[src/rtl/wb_sram_pkg.sv]
// Shared types and window constants for the Wishbone SRAM bank controller.
package wb_sram_pkg;

  // Responder FSM: one macro access per Wishbone classic cycle.
  typedef enum logic [1:0] {
    ST_IDLE   = 2'd0,
    ST_ACCESS = 2'd1,
    ST_WAIT   = 2'd2,
    ST_ACK    = 2'd3
  } state_e;

  // Byte-address field layout inside the 16 KiB window.
  localparam int unsigned WORD_LSB  = 2;
  localparam int unsigned BANK_LSB  = 11;
  localparam int unsigned BANK_BITS = 3;
  localparam int unsigned WIN_LSB   = 14;
  localparam int unsigned WIN_BYTES = 16384;
  localparam int unsigned MAX_BANKS = 8;

  // Read data returned for banks with no macro fitted.
  localparam logic [31:0] ERR_DATA_DEFAULT = 32'hDEAD_BEEF;

endpackage

[src/rtl/wb_sram_bank_ctrl.sv]
// Wishbone classic responder for a bank of 1rw1r SRAM macros (port 0 only).
// Ports:
//   wb_clk_i, wb_rst_ni            clock, async active-low reset
//   wbs_cyc_i/stb_i/we_i/sel_i     Wishbone classic request
//   wbs_adr_i, wbs_dat_i           byte address, write data
//   wbs_ack_o, wbs_dat_o           one-cycle ack, read data (0 outside ack)
//   sram_csb0_o                    per-bank active-low chip select
//   sram_web0_o, sram_wmask0_o     shared write enable / byte mask
//   sram_addr0_o, sram_din0_o      shared word address / write data
//   sram_dout0_i                   concatenated port-0 read data, bank i at [i*DW +: DW]
module wb_sram_bank_ctrl
  import wb_sram_pkg::*;
#(
  parameter int unsigned          NUM_BANKS  = 5,
  parameter int unsigned          DATA_WIDTH = 32,
  parameter int unsigned          ADDR_WIDTH = 9,
  parameter logic [31:0]          BASE_ADDR  = 32'h3000_0000,
  parameter logic [DATA_WIDTH-1:0] ERR_DATA  = DATA_WIDTH'(ERR_DATA_DEFAULT)
) (
  input  logic                            wb_clk_i,
  input  logic                            wb_rst_ni,
  input  logic                            wbs_stb_i,
  input  logic                            wbs_cyc_i,
  input  logic                            wbs_we_i,
  input  logic [3:0]                      wbs_sel_i,
  input  logic [31:0]                     wbs_adr_i,
  input  logic [DATA_WIDTH-1:0]           wbs_dat_i,
  output logic                            wbs_ack_o,
  output logic [DATA_WIDTH-1:0]           wbs_dat_o,
  output logic [NUM_BANKS-1:0]            sram_csb0_o,
  output logic                            sram_web0_o,
  output logic [3:0]                      sram_wmask0_o,
  output logic [ADDR_WIDTH-1:0]           sram_addr0_o,
  output logic [DATA_WIDTH-1:0]           sram_din0_o,
  input  logic [NUM_BANKS*DATA_WIDTH-1:0] sram_dout0_i
);

  state_e                  state_q, state_d;
  logic [BANK_BITS-1:0]    bank_q, bank_d;
  logic                    we_q, we_d;
  logic                    ack_d;
  logic [DATA_WIDTH-1:0]   dat_d;
  logic [NUM_BANKS-1:0]    csb_d;
  logic                    web_d;
  logic [3:0]              wmask_d;
  logic [ADDR_WIDTH-1:0]   addr_d;
  logic [DATA_WIDTH-1:0]   din_d;

  logic                    hit;
  logic [BANK_BITS-1:0]    req_bank;
  logic [DATA_WIDTH-1:0]   rd_word;
  logic [DATA_WIDTH-1:0]   bank_dout [MAX_BANKS];
  logic                    unused_adr;

  // Byte offset within a word has no meaning for a word-wide macro.
  assign unused_adr = ^wbs_adr_i[1:0];

  // Request decode: claim only strobes that fall inside our 16 KiB window.
  assign hit      = wbs_cyc_i & wbs_stb_i &
                    (wbs_adr_i[31:WIN_LSB] == BASE_ADDR[31:WIN_LSB]);
  assign req_bank = wbs_adr_i[BANK_LSB +: BANK_BITS];

  // Full 8-entry dout table so unfitted bank slots read back ERR_DATA directly.
  for (genvar g = 0; g < MAX_BANKS; g++) begin : g_dout
    if (g < NUM_BANKS) begin : g_pop
      assign bank_dout[g] = sram_dout0_i[g*DATA_WIDTH +: DATA_WIDTH];
    end else begin : g_unpop
      assign bank_dout[g] = ERR_DATA;
    end
  end

  assign rd_word = bank_dout[bank_q];

  // Next-state and next-output logic.
  always_comb begin
    state_d = state_q;
    bank_d  = bank_q;
    we_d    = we_q;
    ack_d   = 1'b0;
    dat_d   = '0;
    csb_d   = '1;
    web_d   = 1'b1;
    wmask_d = 4'h0;
    addr_d  = sram_addr0_o;
    din_d   = sram_din0_o;

    unique case (state_q)
      ST_IDLE: begin
        if (hit) begin
          state_d = ST_ACCESS;
          bank_d  = req_bank;
          we_d    = wbs_we_i;
          // Shifting past NUM_BANKS leaves every select released.
          csb_d   = ~(NUM_BANKS'(1) << req_bank);
          web_d   = ~wbs_we_i;
          wmask_d = wbs_sel_i;
          addr_d  = wbs_adr_i[WORD_LSB +: ADDR_WIDTH];
          din_d   = wbs_dat_i;
        end
      end
      ST_ACCESS: begin
        if (we_q) begin
          state_d = ST_ACK;
          ack_d   = wbs_cyc_i;
        end else begin
          state_d = ST_WAIT;
        end
      end
      ST_WAIT: begin
        // Macro dout has settled a full cycle after the select edge.
        state_d = ST_ACK;
        ack_d   = wbs_cyc_i;
        dat_d   = wbs_cyc_i ? rd_word : '0;
      end
      ST_ACK: begin
        state_d = ST_IDLE;
      end
      default: begin
        state_d = ST_IDLE;
      end
    endcase
  end

  // State and output registers.
  always_ff @(posedge wb_clk_i or negedge wb_rst_ni) begin
    if (!wb_rst_ni) begin
      state_q       <= ST_IDLE;
      bank_q        <= '0;
      we_q          <= 1'b0;
      wbs_ack_o     <= 1'b0;
      wbs_dat_o     <= '0;
      sram_csb0_o   <= '1;
      sram_web0_o   <= 1'b1;
      sram_wmask0_o <= 4'h0;
      sram_addr0_o  <= '0;
      sram_din0_o   <= '0;
    end else begin
      state_q       <= state_d;
      bank_q        <= bank_d;
      we_q          <= we_d;
      wbs_ack_o     <= ack_d;
      wbs_dat_o     <= dat_d;
      sram_csb0_o   <= csb_d;
      sram_web0_o   <= web_d;
      sram_wmask0_o <= wmask_d;
      sram_addr0_o  <= addr_d;
      sram_din0_o   <= din_d;
    end
  end

endmodule

[config.mk]
export PLATFORM = sky130hd
export DESIGN_NAME = wb_sram_bank_ctrl
export DESIGN_NICKNAME = d
export VERILOG_FILES = /design/src/rtl/wb_sram_pkg.sv /design/src/rtl/wb_sram_bank_ctrl.sv
export SDC_FILE = /design/constraint.sdc
export NUM_CORES = 1
export LEC_CHECK = 0
export CAP_MARGIN = 5
export CORE_AREA = 2 2 125 127
export CTS_CLUSTER_DIAMETER = 30
export CTS_CLUSTER_SIZE = 14
export DETAILED_ROUTE_END_ITERATION = 7
export DIE_AREA = 0 0 127 129
export PLACE_DENSITY = 0.79
export SETUP_SLACK_MARGIN = 0.05
export SLEW_MARGIN = 20
export SYNTH_ARGS = -nofsm -noshare
export SYNTH_HDL_FRONTEND = slang
export SYNTH_SLANG_ARGS = --single-unit
[constraint.sdc]
create_clock -name wb_clk_i -period 5.4 [get_ports wb_clk_i]
set_input_delay 0.54 -clock wb_clk_i [delete_from_list [all_inputs] [get_ports wb_clk_i]]
set_output_delay 0.54 -clock wb_clk_i [all_outputs]
set_load 0.01 [all_outputs]
# [Word level (Yosys, flattened, before mapping)]
# Cells that the tools add are included.
# W data, S select, Z words.
[op_classes] add_sub_neg=0 mul=0 div_mod_pow=0 magnitude_cmp=1 eq_ne=5 shifts=1 muxes=16 bitwise_logic=5 reduce_logical=2
[op_table] operator="$mux W32" count=4
[op_table] operator="$bmux W32 S3" count=1
[op_table] operator="$eq A18 B16 Y1 const B" count=1
[op_table] operator="$mux W5" count=2
[op_table] operator="$mux W4" count=2
[op_table] operator="$pmux W2 S4" count=1
[op_table] operator="$not A5 Y5" count=1
[op_table] operator="$shl A1 B3 Y5 const A" count=1
[op_table] operator="$eq A2 B2 Y1 const B" count=2
[op_table] operator="$ge A4 B4 Y1 const B" count=1
[op_table] operator="$mux W1" count=4
[op_table] operator="$not A3 Y4" count=1
[op_table] operator="$and A1 B1 Y1" count=2
[op_table] operator="$eq A2 B1 Y1 const B" count=1
[op_table] operator="$logic_not A2 Y1" count=1
[op_table] operator="$mux W2" count=1
[op_table] operator="$ne A2 B2 Y1 const B" count=1
[op_table] operator="$pmux W1 S2" count=1
[op_table] operator="$reduce_and A2 Y1" count=1
[op_table] operator="$not A1 Y1" count=1
[word_totals] regBits=90 latchBits=0 ram_bits=0 romBits=0 output_inout_bits=84 mem_count=0

# [Longest topological paths before layout]
[logic_depth] depth_word=6 ltp_mapped=6 ltp_nobuf=5

# [Worst setup path after synthesis]
# No wires, ideal clock.
[synth_timing] path_type="input to register" startpoint="input port wbs_adr_i[14]" endpoint="register state_q[1]" setup_time_ns=0.125 t_arrival_ns=1.915 required_time_ns=5.275 setup_slack_ns=3.360 path_stages=4 n_path_buf=0 path_cell_list="or4_1 > or3_4 > o21ai_1 > mux2_2"
[synth_via] elab_chain_len=3
[synth_lines] item="start: declaration" line_no="wb_sram_bank_ctrl.sv:26" rtl="input logic [31:0] wbs_adr_i,"
[synth_lines] item="$eq A18 B16 Y1" line_no="wb_sram_bank_ctrl.sv:60" rtl="(wbs_adr_i[31:WIN_LSB] == BASE_ADDR[31:WIN_LSB]);"
[synth_lines] item="$and A1 B1 Y1" line_no="wb_sram_bank_ctrl.sv:59" rtl="assign hit = wbs_cyc_i & wbs_stb_i &"
[synth_lines] item="$ne A2 B2 Y1 (no line)"
[synth_lines] item="end signal: assignment" line_no="wb_sram_bank_ctrl.sv:138" rtl="state_q <= state_d;"
[synth_lines] item="end: declaration" line_no="wb_sram_bank_ctrl.sv:38" rtl="state_e state_q, state_d;"
# Every way passes these cells.
# A chain may end at the register's enable or synchronous reset.

# [Worst setup path after layout]
[layout_timing] startpoint="register bank_q[2]" endpoint="register wbs_dat_o[25]"
[layout_via] elab_chain_len=6
[layout_lines] item="start: declaration" line_no="wb_sram_bank_ctrl.sv:39" rtl="logic [BANK_BITS-1:0] bank_q, bank_d;"
[layout_lines] item="start signal: assignment" line_no="wb_sram_bank_ctrl.sv:139" rtl="bank_q <= bank_d;"
[layout_lines] item="$not A3 Y4 (implied by the code)" line_no="wb_sram_bank_ctrl.sv:72" rtl="assign rd_word = bank_dout[bank_q];"
[layout_lines] item="$bmux W32 S3" line_no="wb_sram_bank_ctrl.sv:72"
[layout_lines] item="$mux W32 (implied by the code) (2 in series)" line_no="wb_sram_bank_ctrl.sv:72"
[layout_lines] item="$mux W32" line_no="wb_sram_bank_ctrl.sv:113" rtl="dat_d = wbs_cyc_i ? rd_word : '0;"
[layout_lines] item="$mux W32" line_no="wb_sram_bank_ctrl.sv:87" rtl="unique case (state_q)"
[layout_lines] item="via dat_d[25]" line_no="wb_sram_bank_ctrl.sv:42" rtl="logic [DATA_WIDTH-1:0] dat_d;"
[layout_lines] item="end signal: assignment" line_no="wb_sram_bank_ctrl.sv:142" rtl="wbs_dat_o <= dat_d;"
[layout_lines] item="end: declaration" line_no="wb_sram_bank_ctrl.sv:29" rtl="output logic [DATA_WIDTH-1:0] wbs_dat_o,"
# The timed path passes the listed nets, and every way through them passes these cells. The select of a mux whose other input is x is not followed.

==> results.md <==
Outcome:
- The flow ran to the end, and the final reports show no timing, DRC or antenna violations.

STA:
- The post-route setup TNS is 0 ns.
- Across the routed clock network, the largest skew measured is 0.006099 ns.
- Counting I/O delays and the setup requirement, the final critical path takes 2.489 ns.
- The post-route clock period utilization is 46.09%.
- The number of pins exceeding their max-slew limit in the final report is 0.
- The worst relative slew slack is 34.45%.
- The highest clock frequency the design can meet is 0.4018 GHz.
- For the pin with the worst max-slew slack, the measured transition is 0.9832 ns.
- The number of setup violations in the final report is 0.
- The final hold violation count came to 0.
- Setup repair after global routing left no endpoint under its margin.

Route:
- The routed design uses 7306 µm of met2 wire.
- The highest metal layer carrying signal wires in the routed design is met4.
- The met1 wire length is 5498 µm.
- The first-iteration detailed-routing DRC count is 138.
- In the final routed layout, each cell accounts on average for 18.75 µm.
- The post-route antenna net violation count is 0.
- Summed over all layers, the routed wires come to 14510 µm.
- The routed wire length on met3 is 1087 µm.
- The total via count after detailed routing is 3759.
- The count of unresolved DRC violations after routing is 0.
- The first detailed-routing pass took 4 iterations.
- Using the TritonRoute via totals, the vias-per-cell ratio works out to 4.857.

Synth:
- The synthesized design spends more area on one cell type than any other, namely dfrtp_1.
- The top flip-flop cell by instance count after synthesis is dfrtp_1.
- The main combinational cell family by area after synthesis is multiplexers.
- The combined area of all synthesized cells is 4303 µm².
- In this run, synthesis inferred 0 flip-flops with an integrated enable.
- Synthesis produced 273 cells.
- The Yosys step of the flow raised 0 warnings.
- Of the post-synthesis cell area, the part taken by muxes is 28.79%.
- After synthesis, the mean cell area works out to 15.76 µm².
- Summing the areas of all and, or, nand and nor instances in the mapped netlist gives 6.019% of the synthesized area.
- The area share of the largest cell type after synthesis is 48.85%.
- The adder-cell share of the synthesized area is 1.163%.
- The number of different library cells used by synthesis comes to 32.
- Of the synthesized area, sequential elements account for 52.52%.
- The register bit count reported by yosys is 90.
- The number of nets handed over by synthesis was 510.
- The xor/xnor cell area share of the yosys netlist is 0%.
- The share of synthesized flip-flops with an asynchronous set or reset is 100.0%.
- The synthesized netlist devotes 8.491% of its cell area to compound gates.
- Sorting the synthesized cells by area gives the leading types as dfrtp_1 49%, mux4_2 17%, mux2_2 9.7%.

Clock network:
- The count of hold buffers inserted by post-cts repair is 0.
- The buffer count from post-CTS setup fixing is 0.
- The number of instances resized during post-cts repair is 0.
- The clock drives 90 sinks.
- The clock root buffer master is clkbuf_16.
- The H-tree was split into 3 levels.
- The longest clock path from root to sink contains 2 buffers.
- The TritonCTS buffer count is 9.
- TritonCTS built the clock tree.
- The later pin in the worst-skew pair is clocked with a latency of 0.33 ns.
- The clock input transition at the sequential cells of the worst setup and hold paths is 0.06 ns.

Cells and area:
- The number of nets at the end of the flow is 818.
- The area of the multi-input gates is 1913 µm².
- After filler insertion, the fill cell instance count of the layout stands at 1282.
- The area growth from synthesis to final layout is 83.02%.
- The most common cell after layout, fill and taps aside is clkdlybuf4s50_1.
- The proportion of layout cells with a drive suffix above 1 is 21.33%.
- Leaving out fill and tap cells, the most frequent cells in the layout are 313 x clkdlybuf4s50_1, 83 x dfrtp_1, 37 x mux2_2, 32 x mux4_2, 24 x o221a_2.
- The final instance count without filler cells is 774.
- 0 antenna diodes ended up in the layout.
- In the final layout, flip-flops and latches occupy 2261 µm².

Run:
- The total of max-cap violations is 0.

Worst setup path:
- The endpoint identified for the worst register-to-register timing path is wbs_dat_o[25].
- The sort of element at the end of the critical path is a register.
- The arrival time of the worst setup path is 2.70 ns.
- STA puts the critical path data required time at 5.62 ns.
- The highest net fanout along the worst path is 26.
- Measured in cells, the most critical reg-to-reg path has a length of 3.
- STA classifies the critical path startpoint as a register.
- The startpoint of the worst-slack reg-to-reg timing path is bank_q[2].
- The setup path with the least slack is of type reg2reg.
- The worst-case register-to-register setup slack is 2.91 ns.

Global route:
- The pin count of the biggest net entering global routing is 54.
- After global routing the overflow that remains totals 0.
- The global-route usage over all layers is 17.49%.
- The number of antenna violations at the first check in global routing was 0.
- The number of global-route vias before repair is 4148.
- The first global-routing pass estimated 21740 µm of wire.

Pwr:
- For this design the ratio of total power to cell area is 223.1 nW/µm².
- The largest vdd supply drop is 0.1434 mV.
- The part of the total power dissipated in combinational logic is 25.1%.
- The switching part of the total power is 24.71%.
- The clock group share of total power is 33.1%.
- The reported leakage power is 0.003231 µW.
- The sequential share of power is 41.8%.
- Cell internal power was estimated by the tool at 1323 µW.
- The analysis attributes to net switching a power of 434.1 µW.

Floorplan:
- Measured along the x axis, the die boundary spans 127 µm.
- For this configuration, the core starts out at a cell density of 28.73%.
- In this run the vertical extent of the chip is 129 µm.
- The floorplan step defined a core boundary enclosing 14980 µm².
- The total die area is 16380 µm².
- The I/O pin total is 317.
- The floorplan has 45 rows.

Placement:
- Once detailed placement completed, the half-perimeter wirelength came to 11860 µm.
- Including well taps, the total number of placed cells is 758.
- The final weighted congestion in routability-driven placement is 0.8512.
- Buffers placed on the I/O ports in this run total 314.

Worst hold path:
- The type of the tightest min-delay check is in2async.
==> power groups by stage <==
| stage | sequential [µW] | combinational, µW | clock, µW |
|---|---|---|---|
| floorplan | 765 | 129 | 0 |
| global placement | 746 | 432 | 0 |
| detailed placement | 749 | 442 | 0 |
| CTS | 736 | 446 | 608 |
| global route | 740 | 472 | 640 |
| finish | 735 | 441 | 581 |
==> critical path: stages, from the launching register on <==
cell and delay, ns:
dfrtp_1 0.94, inv_2 0.22, or3_1 0.74, o221a_2 0.45
==> synthesized netlist by cell type (2+ instances only) <==
cell,number
nand4bb_1,4
and2_1,5
nor4_1,5
mux4_2,32
nor2_1,10
a22oi_1,8
nand3_1,2
buf_2,5
nor3_1,2
buf_6,4
ha_1,4
nand2_1,4
o221a_2,24
a211oi_1,2
dfstp_2,6
dfrtp_1,84
mux2_1,9
inv_1,3
clkbuf_1,11
mux2_2,37
==> registers in the layout, summed over array words and instances (netlist names) <==
register,count
sram_din0_o,32
wbs_dat_o,32
sram_addr0_o,9
sram_csb0_o,5
sram_wmask0_o,4
bank_q,3
state_q,2
sram_web0_o,1
wbs_ack_o,1
we_q,1
==> stage by stage <==
step	power, µW	setup WS (ns)	cell area, µm²	hold WS [ns]	util, %
5_1_grt	1853	2.809	7875	0.1910	52.58
3_5_place_dp	1191	2.729	7595	0.4780	50.71
3_3_place_gp	1178	2.776	7595	0.4675	50.71
6_report	1757	2.911	7875	0.1583	52.58
2_1_floorplan	893.9	3.360	4303	0.2444	-
4_1_cts	1789	2.850	7875	0.1639	52.58
==> how the worst max path moves through the flow <==
stage | endpoint | start | slack [ns] | cells after the start
finish | wbs_dat_o[25] | bank_q[2] | 2.91 | 3
global route | wbs_dat_o[25] | bank_q[2] | 2.81 | 3
CTS | wbs_dat_o[25] | bank_q[2] | 2.85 | 3
detailed placement | sram_din0_o[24] | wbs_adr_i[18] | 2.73 | 6
global placement | sram_din0_o[10] | wbs_adr_i[14] | 2.78 | 6
floorplan | state_q[1] | wbs_adr_i[14] | 3.36 | 4
==> final cells by class <==
cell class	instances	share of cell area [%]
multi-input combinational	158	24.29
clock inverter	6	0.5243
timing repair buffer	318	40.26
sequential	90	28.71
tap	188	2.987
clock buffer	10	3.035
inverter	4	0.1907
==> routing by layer <==
| metal | track usage [%] | vias to the layer above |
|---|---|---|
| met5 | 0 | - |
| met1 | 20.40 | 1808 |
| met4 | 9.761 | 0 |
| met2 | 29.98 | 217 |
| li1 | - | 1695 |
| met3 | 3.950 | 39 |
==> cells by family (layout without fill, tap and decap cells) <==
kind of cell	count (synthesis)	after routing
AO/OA/AOI/OAI	37	37
adder cells (fa/ha/maj)	4	4
buffers and inverters	25	338
flip-flops	90	90
multiplexers	78	78
AND/OR/NAND/NOR	39	39
Note: power is estimated with default switching activity, not from simulation.
